<file path="config.mk">
export PLATFORM = sky130hd
export DESIGN_NAME = rgb444_to_gray_engine
export DESIGN_NICKNAME = d
export VERILOG_FILES = /design/src/rtl/rgb444_to_gray_engine.sv
export SDC_FILE = /design/constraint.sdc
export NUM_CORES = 1
export LEC_CHECK = 0
export ABC_AREA = 1
export CAP_MARGIN = 20
export CORE_MARGIN = 8
export CORE_UTILIZATION = 45
export CTS_BUF_LIST = sky130_fd_sc_hd__clkbuf_16
export DETAILED_ROUTE_END_ITERATION = 7
export MAX_ROUTING_LAYER = met4
export PLACE_DENSITY = 0.66
export SYNTH_ARGS = -nofsm -noshare
export SYNTH_HDL_FRONTEND = slang
export SYNTH_SLANG_ARGS = --single-unit
</file>
<file path="constraint.sdc">
create_clock -name i_CLK -period 3.6 [get_ports i_CLK]
set_input_delay 0.54 -clock i_CLK [delete_from_list [all_inputs] [get_ports i_CLK]]
set_output_delay 0.54 -clock i_CLK [all_outputs]
set_load 0.005 [all_outputs]
</file>
<file path="src/rtl/rgb444_to_gray_engine.sv">
// RGB444 -> 8-bit luma streaming stage: reads the colour BRAM in address order and
// writes Y = (77R + 150G + 29B + 128) >> 8 to the same address of the gray BRAM.
module rgb444_to_gray_engine #(
   parameter int PIXELS = 76800,
   parameter int ADDR_W = 17,
   parameter int RD_LAT = 1
) (
   input  logic              i_CLK,
   input  logic              i_RSTn,
   input  logic              i_START,
   output logic              o_COLOR_RDEN,
   output logic [ADDR_W-1:0] o_COLOR_RDADDR,
   input  logic [11:0]       i_COLOR_RDDATA,
   output logic              o_GRAY_WREN,
   output logic [ADDR_W-1:0] o_GRAY_WRADDR,
   output logic [7:0]        o_GRAY_WRDATA,
   output logic              o_BUSY,
   output logic              o_DONE,
   output logic [1:0]        o_DBG_STATE
);

   // Handshake: i_START is a one-cycle request honoured only in IDLE/DONE. The BRAM
   // ports have no backpressure; a read issued in cycle n returns data RD_LAT cycles later.
   typedef enum logic [1:0] {
      S_IDLE  = 2'd0,
      S_RUN   = 2'd1,
      S_DRAIN = 2'd2,
      S_DONE  = 2'd3
   } state_t;

   localparam logic [ADDR_W-1:0] LAST_ADDR = ADDR_W'(PIXELS - 1);

   state_t            state;
   logic [RD_LAT-1:0] vld_sr;
   logic [ADDR_W-1:0] adr_sr [RD_LAT];
   logic [7:0]        r8;
   logic [7:0]        g8;
   logic [7:0]        b8;
   logic [7:0]        luma;
   logic [16:0]       luma_sum;

   always_comb begin
      r8       = {i_COLOR_RDDATA[11:8], i_COLOR_RDDATA[11:8]};
      g8       = {i_COLOR_RDDATA[7:4],  i_COLOR_RDDATA[7:4]};
      b8       = {i_COLOR_RDDATA[3:0],  i_COLOR_RDDATA[3:0]};
      luma_sum = 17'd77 * {9'd0, r8} + 17'd150 * {9'd0, g8}
               + 17'd29 * {9'd0, b8} + 17'd128;
      luma     = 8'(luma_sum >> 8);
   end

   // The cycle after an accepted start is spent in RUN with reads still off, so the
   // first read, the address restart and the clearing of done all land together.
   always_ff @(posedge i_CLK or negedge i_RSTn) begin
      if (!i_RSTn) begin
         state          <= S_IDLE;
         o_COLOR_RDEN   <= 1'b0;
         o_COLOR_RDADDR <= '0;
         o_DONE         <= 1'b0;
      end else begin
         case (state)
            S_IDLE, S_DONE: begin
               if (i_START) state <= S_RUN;
            end
            S_RUN: begin
               if (!o_COLOR_RDEN) begin
                  o_COLOR_RDEN   <= 1'b1;
                  o_COLOR_RDADDR <= '0;
                  o_DONE         <= 1'b0;
               end else if (o_COLOR_RDADDR == LAST_ADDR) begin
                  o_COLOR_RDEN <= 1'b0;
                  state        <= S_DRAIN;
               end else begin
                  o_COLOR_RDADDR <= o_COLOR_RDADDR + ADDR_W'(1);
               end
            end
            S_DRAIN: begin
               if (o_GRAY_WREN && !(|vld_sr)) begin
                  state  <= S_DONE;
                  o_DONE <= 1'b1;
               end
            end
            default: state <= S_IDLE;
         endcase
      end
   end

   // Read enable/address ride alongside the BRAM latency; the output register is the
   // final stage, which makes the whole valid pipeline RD_LAT+1 deep.
   always_ff @(posedge i_CLK or negedge i_RSTn) begin
      if (!i_RSTn) begin
         vld_sr <= '0;
         for (int i = 0; i < RD_LAT; i++) adr_sr[i] <= '0;
         o_GRAY_WREN   <= 1'b0;
         o_GRAY_WRADDR <= '0;
         o_GRAY_WRDATA <= '0;
      end else begin
         vld_sr[0] <= o_COLOR_RDEN;
         adr_sr[0] <= o_COLOR_RDADDR;
         for (int i = 1; i < RD_LAT; i++) begin
            vld_sr[i] <= vld_sr[i-1];
            adr_sr[i] <= adr_sr[i-1];
         end
         o_GRAY_WREN <= vld_sr[RD_LAT-1];
         if (vld_sr[RD_LAT-1]) begin
            o_GRAY_WRADDR <= adr_sr[RD_LAT-1];
            o_GRAY_WRDATA <= luma;
         end
      end
   end

   assign o_BUSY      = o_COLOR_RDEN | (|vld_sr) | o_GRAY_WREN;
   assign o_DBG_STATE = state;

endmodule

</file>
# --- After elaboration in Yosys (flattened, before gate mapping) ---
# Index checks and enable logic that the tools add are counted.
op_classes:
  multipliers: 3
  eq_ne: 10
  n_bitwise: 2
  add_sub_neg: 4
  reduce_logical: 8
  n_mux: 12
ops:
  columns: ["op", "n"]
  rows:
  - ["17-bit 2-to-1 mux", 2]
  - ["7-bit by 8-bit multiplier with 15-bit output (first input constant)", 2]
  - ["17-bit by 1-bit adder with 17-bit output (second input constant)", 1]
  - ["17-bit == test (second input constant)", 1]
  - ["15-bit by 16-bit adder with 16-bit output", 1]
  - ["16-bit by 13-bit adder with 16-bit output", 1]
  - ["16-bit by 8-bit adder with 16-bit output (second input constant)", 1]
  - ["5-bit by 8-bit multiplier with 13-bit output (first input constant)", 1]
  - ["2-bit inequality test (second input constant)", 6]
  - ["2-bit 2-to-1 mux", 4]
  - ["2-bit one-hot mux with 3 select lines", 1]
  - ["2-bit == test (second input constant)", 2]
  - ["1-bit 2-to-1 mux", 4]
  - ["4-bit AND reduction", 1]
  - ["3-bit AND reduction", 1]
  - ["2-bit by 1-bit == test with 1-bit output (second input constant)", 1]
  - ["2-bit zero test", 1]
  - ["1-bit OR", 2]
  - ["1-bit one-hot mux with 2 select lines", 1]
  - ["2-bit AND reduction", 1]
  - ["2-bit nonzero test", 1]
  - ["2-bit OR reduction", 1]
  - ["1-bit logical AND", 1]
  - ["1-bit zero test", 1]
totals:
  ff_bits: 65
  word_cells: 48
  inputBits: 15
  out_inout_bits: 48

# --- Logic depth before layout (Yosys ltp) ---
# Gate-level depths: netlist of run 1.
depth:
  word_depth: 4
  mapped_depth: 30

# --- Least setup slack after synthesis of run 1 ---
# Ideal clock, no wire load.
synth_timing:
  path_kind: "input to register"
  from: "input i_COLOR_RDDATA[4]"
  to: "register o_GRAY_WRDATA[6]"
  path_slack_ps: -2529
  t_arrival_ps: 6011
  setup_time_ps: 118
  n_path_buf: 0
  t_required_ps: 3482
  path_stages: 27
  cell_sequence: "ha_1 -> ha_1 -> inv_1 -> fa_1 -> fa_1 -> inv_1 -> ha_1 -> nand2_1 -> nand2_1 -> a31oi_1 -> xnor2_1 -> ha_1 -> inv_1 -> fa_1 -> fa_1 -> fa_1 -> inv_1 -> ha_1 -> ha_1 -> a21oi_1 -> o21ai_0 -> inv_1 -> nor2_1 -> nor2_1 -> nand3_1 -> nand3_1 -> nand2_1"
synth_between:
  elab_chain_cells: 4
synth_rtl:
  columns: ["element", "line", "text"]
  rows:
  - ["start: declaration", "13", "input logic [11:0] i_COLOR_RDDATA,"]
  - ["7-bit by 8-bit multiplier with 15-bit output", "46", "luma_sum = 17'd77 * {9'd0, r8} + 17'd150 * {9'd0, g8}"]
  - ["15-bit by 16-bit adder with 16-bit output", "46", null]
  - ["16-bit by 13-bit adder with 16-bit output", "47", "+ 17'd29 * {9'd0, b8} + 17'd128;"]
  - ["16-bit by 8-bit adder with 16-bit output", "47", null]
  - ["end signal: assignment", "106", "o_GRAY_WRDATA <= luma;"]
  - ["end: declaration", "16", "output logic [7:0] o_GRAY_WRDATA,"]
# Every way passes these cells.
# A chain may end at the register's enable or synchronous reset.

# --- Worst setup path after layout of run 1 ---
layout_timing:
  from: "input i_COLOR_RDDATA[4]"
  to: "register o_GRAY_WRDATA[7]"
# The elaborated chain is that of the path after synthesis.

==> results of run 1 <==
[path summary, 6_finish.rpt]
path / start / end
setup / recovery: i_COLOR_RDDATA[4] / o_GRAY_WRDATA[7]$_DFFE_PN0P_
hold / removal: i_RSTn / o_GRAY_WRADDR[12]$_DFFE_PN0P_
setup reg to reg: o_COLOR_RDEN$_DFFE_PN0P_ / o_COLOR_RDADDR[0]$_DFFE_PN0P_
hold reg to reg: adr_sr[6]$_DFF_PN0_ / o_GRAY_WRADDR[6]$_DFFE_PN0P_
max in group asynchronous: i_RSTn / o_GRAY_WRADDR[14]$_DFFE_PN0P_
min in group i_CLK: adr_sr[6]$_DFF_PN0_ / o_GRAY_WRADDR[6]$_DFFE_PN0P_
[cell families after synthesis]
| family | count (synthesis) | share of synthesized area |
|---|---|---|
| simple gates | 269 | 0.1918 |
| compound gates | 52 | 0.04975 |
| buf+inv | 147 | 0.09437 |
| fa+ha+maj | 147 | 0.3648 |
| flops | 65 | 0.2661 |
| xor+xnor | 22 | 0.03152 |
| mux | 1 | 0.001638 |
[metrics by stage]
stage	cells	setup WS, ns	area (um2)	hold slack (ns)	util
floorplan	703	-2.042	6284	0.2444	-
global placement	995	-2.724	7537	0.4302	0.5692
detailed placement	995	-2.807	7537	0.4350	0.5692
CTS	1015	-2.172	7904	0.3655	0.5968
global route	1019	-2.259	8075	0.4097	0.6098
finish	1019	-2.084	8075	0.3421	0.6098
[cell usage in the layout, fill, tap and decap left out, types with 3 or more instances in the layout]
cell,count
fa_1,52
inv_2,14
buf_6,4
nor2_2,5
nand3_1,33
a31oi_1,3
xnor2_2,3
o21ai_0,6
nand2_4,3
inv_1,123
clkdlybuf4s50_1,57
o21ai_2,3
nor3_1,4
ha_1,78
nand4_1,10
nand2_2,14
nor2_1,23
clkbuf_16,9
dfrtp_1,65
o21ai_1,9
nand3b_1,4
nand2_1,154
or2_2,5
xnor2_1,7
a21oi_2,5
clkinv_1,4
a21oi_1,11
buf_2,3
buf_4,68
nand3_2,7
o31ai_1,8
xor2_1,11
ha_4,15
[area by class of cell]
cell class / instances / area share
timing repair buffer: 134 / 0.1450
sequential: 65 / 0.2014
clock buffer: 9 / 0.02789
multi-input combinational: 491 / 0.5308
tap: 176 / 0.02727
inverter: 137 / 0.06399
clock inverter: 7 / 0.003564
[Yosys cell counts (8+ instances only)]
cell,number
nand2_1,169
ha_1,95
dfrtp_1,65
nor2_1,27
o21ai_0,10
inv_1,134
nand3_1,38
xor2_1,12
a21oi_1,18
fa_1,52
xnor2_1,10
o31ai_1,8
nand4_1,10
[state kept, by name (all words and copies together), names as in the netlist, 2 cells and up]
register	cells
o_DBG_STATE	2
adr_sr	17
o_GRAY_WRADDR	17
o_COLOR_RDADDR	17
o_GRAY_WRDATA	8
[repair_timing]
action	CTS	global route
buffers inserted	4	4
setup endpoints to repair	8	8
pin swaps	36	39
gates resized for setup	43	35
hold endpoints to repair	0	0
[layer usage]
metal | GRT usage | share of wire | vias up
li1 | - | - | 2488
met1 | 0.2158 | 0.46 | 2451
met2 | 0.3114 | 0.51 | 79
met3 | 0.03482 | 0.028 | 20
met4 | 0.03407 | 0.0096 | 0
met5 | - | 0 | -
==> reports/metrics.yaml, run 1 <==
status: "finished, violations left"
violations: "negative setup slack"
cts_hold_buf: 0
netlist_instances: 703
grt_max_degree: 42
cp-start-kind: "primary input"
die_area_um2: 17570
synth_top_area_cell: "dfrtp_1"
cp.buffers_inverters: 5
cts_tree: "built"
slowest_delay_ns: 0.51
r2r_cells: 7
drc: 0
detail-route-antenna-nets: 0
die_y_um: 132.5
fmax_mhz: 175.9
slowest_stage: "fa_1"
period_needed_ns: 5.684
multiInputGateArea_um2: 4287
cp_num_cells: 27
gp_congestion: 0.8628
grt_pass1_vias: 5402
cp_top_family: "adder cells"
path_max_fanout: 4
clkLatencyLatePin_ns: 0.33
rsz0062_at_grt: "true"
grt_pass1_wl_mm: 25.50
cp.required_ns: 3.82
via_count: 5038
yosysSeqAreaShare: 0.2661
std_cell_rows: 42
via_per_inst: 4.944
worstSetupPathType: "in2reg"
drive_gt1_frac: 0.2064
path_clk_slew_ns: 0.05
start_util: 0.4615
setup_slack_ns: -2.084
port_buffers: 62
worst_slew_pin_slew_ns: 0.8867
syn_area_um2: 6112
core_um2: 13240
yosys_register_bits: 65
drv_slew: 0
nFillCells: 1129
synthDistinctLibCells: 36
setup-tns-final_ns: -16.17
track_usage: 0.1804
crit_top_cell: "fa_1"
antenna_found_initial: 0
ios: 63
clkSinkCount: 65
yosysWarnings: 0
firstDrtPassIters: 4
drt_wl_total_mm: 14.80
grt_overflow: 0
n_antenna_cell: 0
cts_buffers: 9
ys.flop_type: "dfrtp_1"
r2r_slack_ns: 1.41
slew_headroom: 0.4088
drt-initial-drc-count: 240
die_x_um: 132.5
skew_ns: 0.004738
syn_nets: 865
avgSynthCellArea_um2: 8.694
regArea_um2: 1627
synth_area_leaders: "dfrtp_1, ha_1, fa_1"
final_nets: 1000
critPathArrivalTime_ns: 5.90
cts-root-buf: "clkbuf_16"
area_growth_pct: 32.12
synth_edf_count: 0
h-tree-depth: 3
setup_viol: 8
hold_violations: 0
end_kind: "flip-flop"
fin_crit_sh: 1.579
dpl.hpwl_mm: 11.80
maxCapViolations: 0
synth_top_area_share: 0.2661
cts_buffer_depth: 2
hold_class: "in2async"
async_flop_share: 1.000
wl_per_cell_um: 14.52
Power of run 1 is left out: the tool's default activity adds up to more than one toggle a clock period on the data nets, which glitch-free logic cannot reach.
==> run 2, diff against run 1 <==
GPL_ROUTABILITY_DRIVEN = 0   (was not set)
SLEW_MARGIN = 25   (was not set)
==> run 2 against run 1 <==
- the flow still finishes with violations (negative setup slack)
- critical path depth unchanged
- largest cell class unchanged
- first-iteration DRC count increased by 20%
- cell count decreased by 0.29%
- design area increased by 0.54%
==> reports/metrics.yaml, run 2 (synthesized netlist as in run 1, its figures left out) <==
status: "finished, violations left"
violations: "negative setup slack"
slowest_delay_ns: 0.56
clkSinkCount: 65
slew_headroom: 0.4138
hold_class: "in2async"
via_count: 5039
path_max_fanout: 4
maxCapViolations: 0
port_buffers: 62
cp.required_ns: 3.86
antenna_found_initial: 0
track_usage: 0.1794
final_cell_mix: "nand2_1, inv_1, ha_1, buf_4, dfrtp_1"
wl_per_cell_um: 14.43
fmax_mhz: 171.9
dpl.hpwl_mm: 11.63
final_common_cell: "nand2_1"
slowest_stage: "fa_1"
area_growth_pct: 32.84
ios: 63
grt_overflow: 0
drt_wl_total_mm: 14.66
fin_crit_sh: 1.616
setup_viol: 8
nFillCells: 1157
biggestRegsByFlops: "adr_sr (17), o_COLOR_RDADDR (17), o_GRAY_WRADDR (17)"
grt_pass1_wl_mm: 25.56
core_um2: 13240
final_nets: 997
detail-route-antenna-nets: 0
critPathArrivalTime_ns: 6.08
grt_max_degree: 43
cts_tree: "built"
drv_slew: 0
cts-root-buf: "clkbuf_16"
rsz0062_at_grt: "true"
dp.cells: 993
std_cell_rows: 42
path_clk_slew_ns: 0.05
start_util: 0.4615
grt_pass1_vias: 5450
cts_buffer_depth: 2
via_per_inst: 4.960
final_cell_count_no_fill: 1016
die_area_um2: 17570
firstDrtPassIters: 4
cp-start-kind: "primary input"
hold_violations: 0
clkLatencyLatePin_ns: 0.33
worst_slew_pin_slew_ns: 0.8792
skew_ns: 0.005124
worstSetupPathType: "in2reg"
r2r_cells: 7
drc: 0
drive_gt1_frac: 0.2190
h-tree-depth: 3
crit_top_cell: "fa_1"
period_needed_ns: 5.818
n_antenna_cell: 0
drt-initial-drc-count: 289
cts_hold_buf: 0
die_x_um: 132.5
die_y_um: 132.5
cts_buffers: 9
setup_slack_ns: -2.218
end_kind: "flip-flop"
[run 2: metrics by stage]
| step | setup TNS [ns] | area [um2] | hold WS (ns) | setup slack, ns | util |
|---|---|---|---|---|---|
| finish | -16.52 | 8119 | 0.3303 | -2.218 | 0.6131 |
| global route | -17.92 | 8119 | 0.4169 | -2.407 | 0.6131 |
| CTS | -16.73 | 7976 | 0.3633 | -2.189 | 0.6023 |
| detailed placement | -22.24 | 7522 | 0.4326 | -2.835 | 0.5680 |
| global placement | -21.47 | 7522 | 0.4298 | -2.725 | 0.5680 |
| floorplan | -15.57 | 6284 | 0.2444 | -2.042 | - |
[run 2: what timing repair did]
item	CTS	global route
setup endpoints to repair	8	8
gates resized for setup	45	40
buffers inserted	4	3
pin swaps	32	47
[run 2: worst paths after layout]
kind	endpoint	slack, ns	from
worst max register to register	o_DBG_STATE[1]$_DFFE_PN0P_	1.40	o_COLOR_RDEN$_DFFE_PN0P_
worst min register to register	o_GRAY_WRADDR[10]$_DFFE_PN0P_	0.44	adr_sr[10]$_DFF_PN0_
worst max-delay path	o_GRAY_WRDATA[5]$_DFFE_PN0P_	-2.22	i_COLOR_RDDATA[4]
min in group i_CLK	o_GRAY_WRADDR[10]$_DFFE_PN0P_	0.44	adr_sr[10]$_DFF_PN0_
worst min-delay path	adr_sr[11]$_DFF_PN0_	0.33	i_RSTn
max in group asynchronous	adr_sr[3]$_DFF_PN0_	2.42	i_RSTn
[run 2: layout make-up]
type / instances / area (um2) / area share
Multi-Input combinational cell: 491 / 4345 / 0.5352
Clock buffer: 9 / 225.2 / 0.02774
Sequential cell: 65 / 1627 / 0.2003
Timing Repair Buffer: 131 / 1134 / 0.1396
Tap cell: 176 / 220.2 / 0.02712
Clock inverter: 7 / 53.80 / 0.006627
Inverter: 137 / 514.2 / 0.06334
[run 2: metal layers]
layer | track usage | vias up | share of wire
li1 | - | 2481 | -
met1 | 0.2141 | 2450 | 0.45
met2 | 0.3063 | 85 | 0.50
met3 | 0.03369 | 23 | 0.034
met4 | 0.04416 | 0 | 0.015
met5 | - | - | 0
[run 2: critical path, delay by kind of cell]
family	cells	cell delay (ns)
simple gates	8	0.61
fa+ha+maj	11	4.24
xor+xnor	1	0.15
compound gates	1	0.12
buf+inv	6	0.41
Power of run 2 is left out for the same reason.
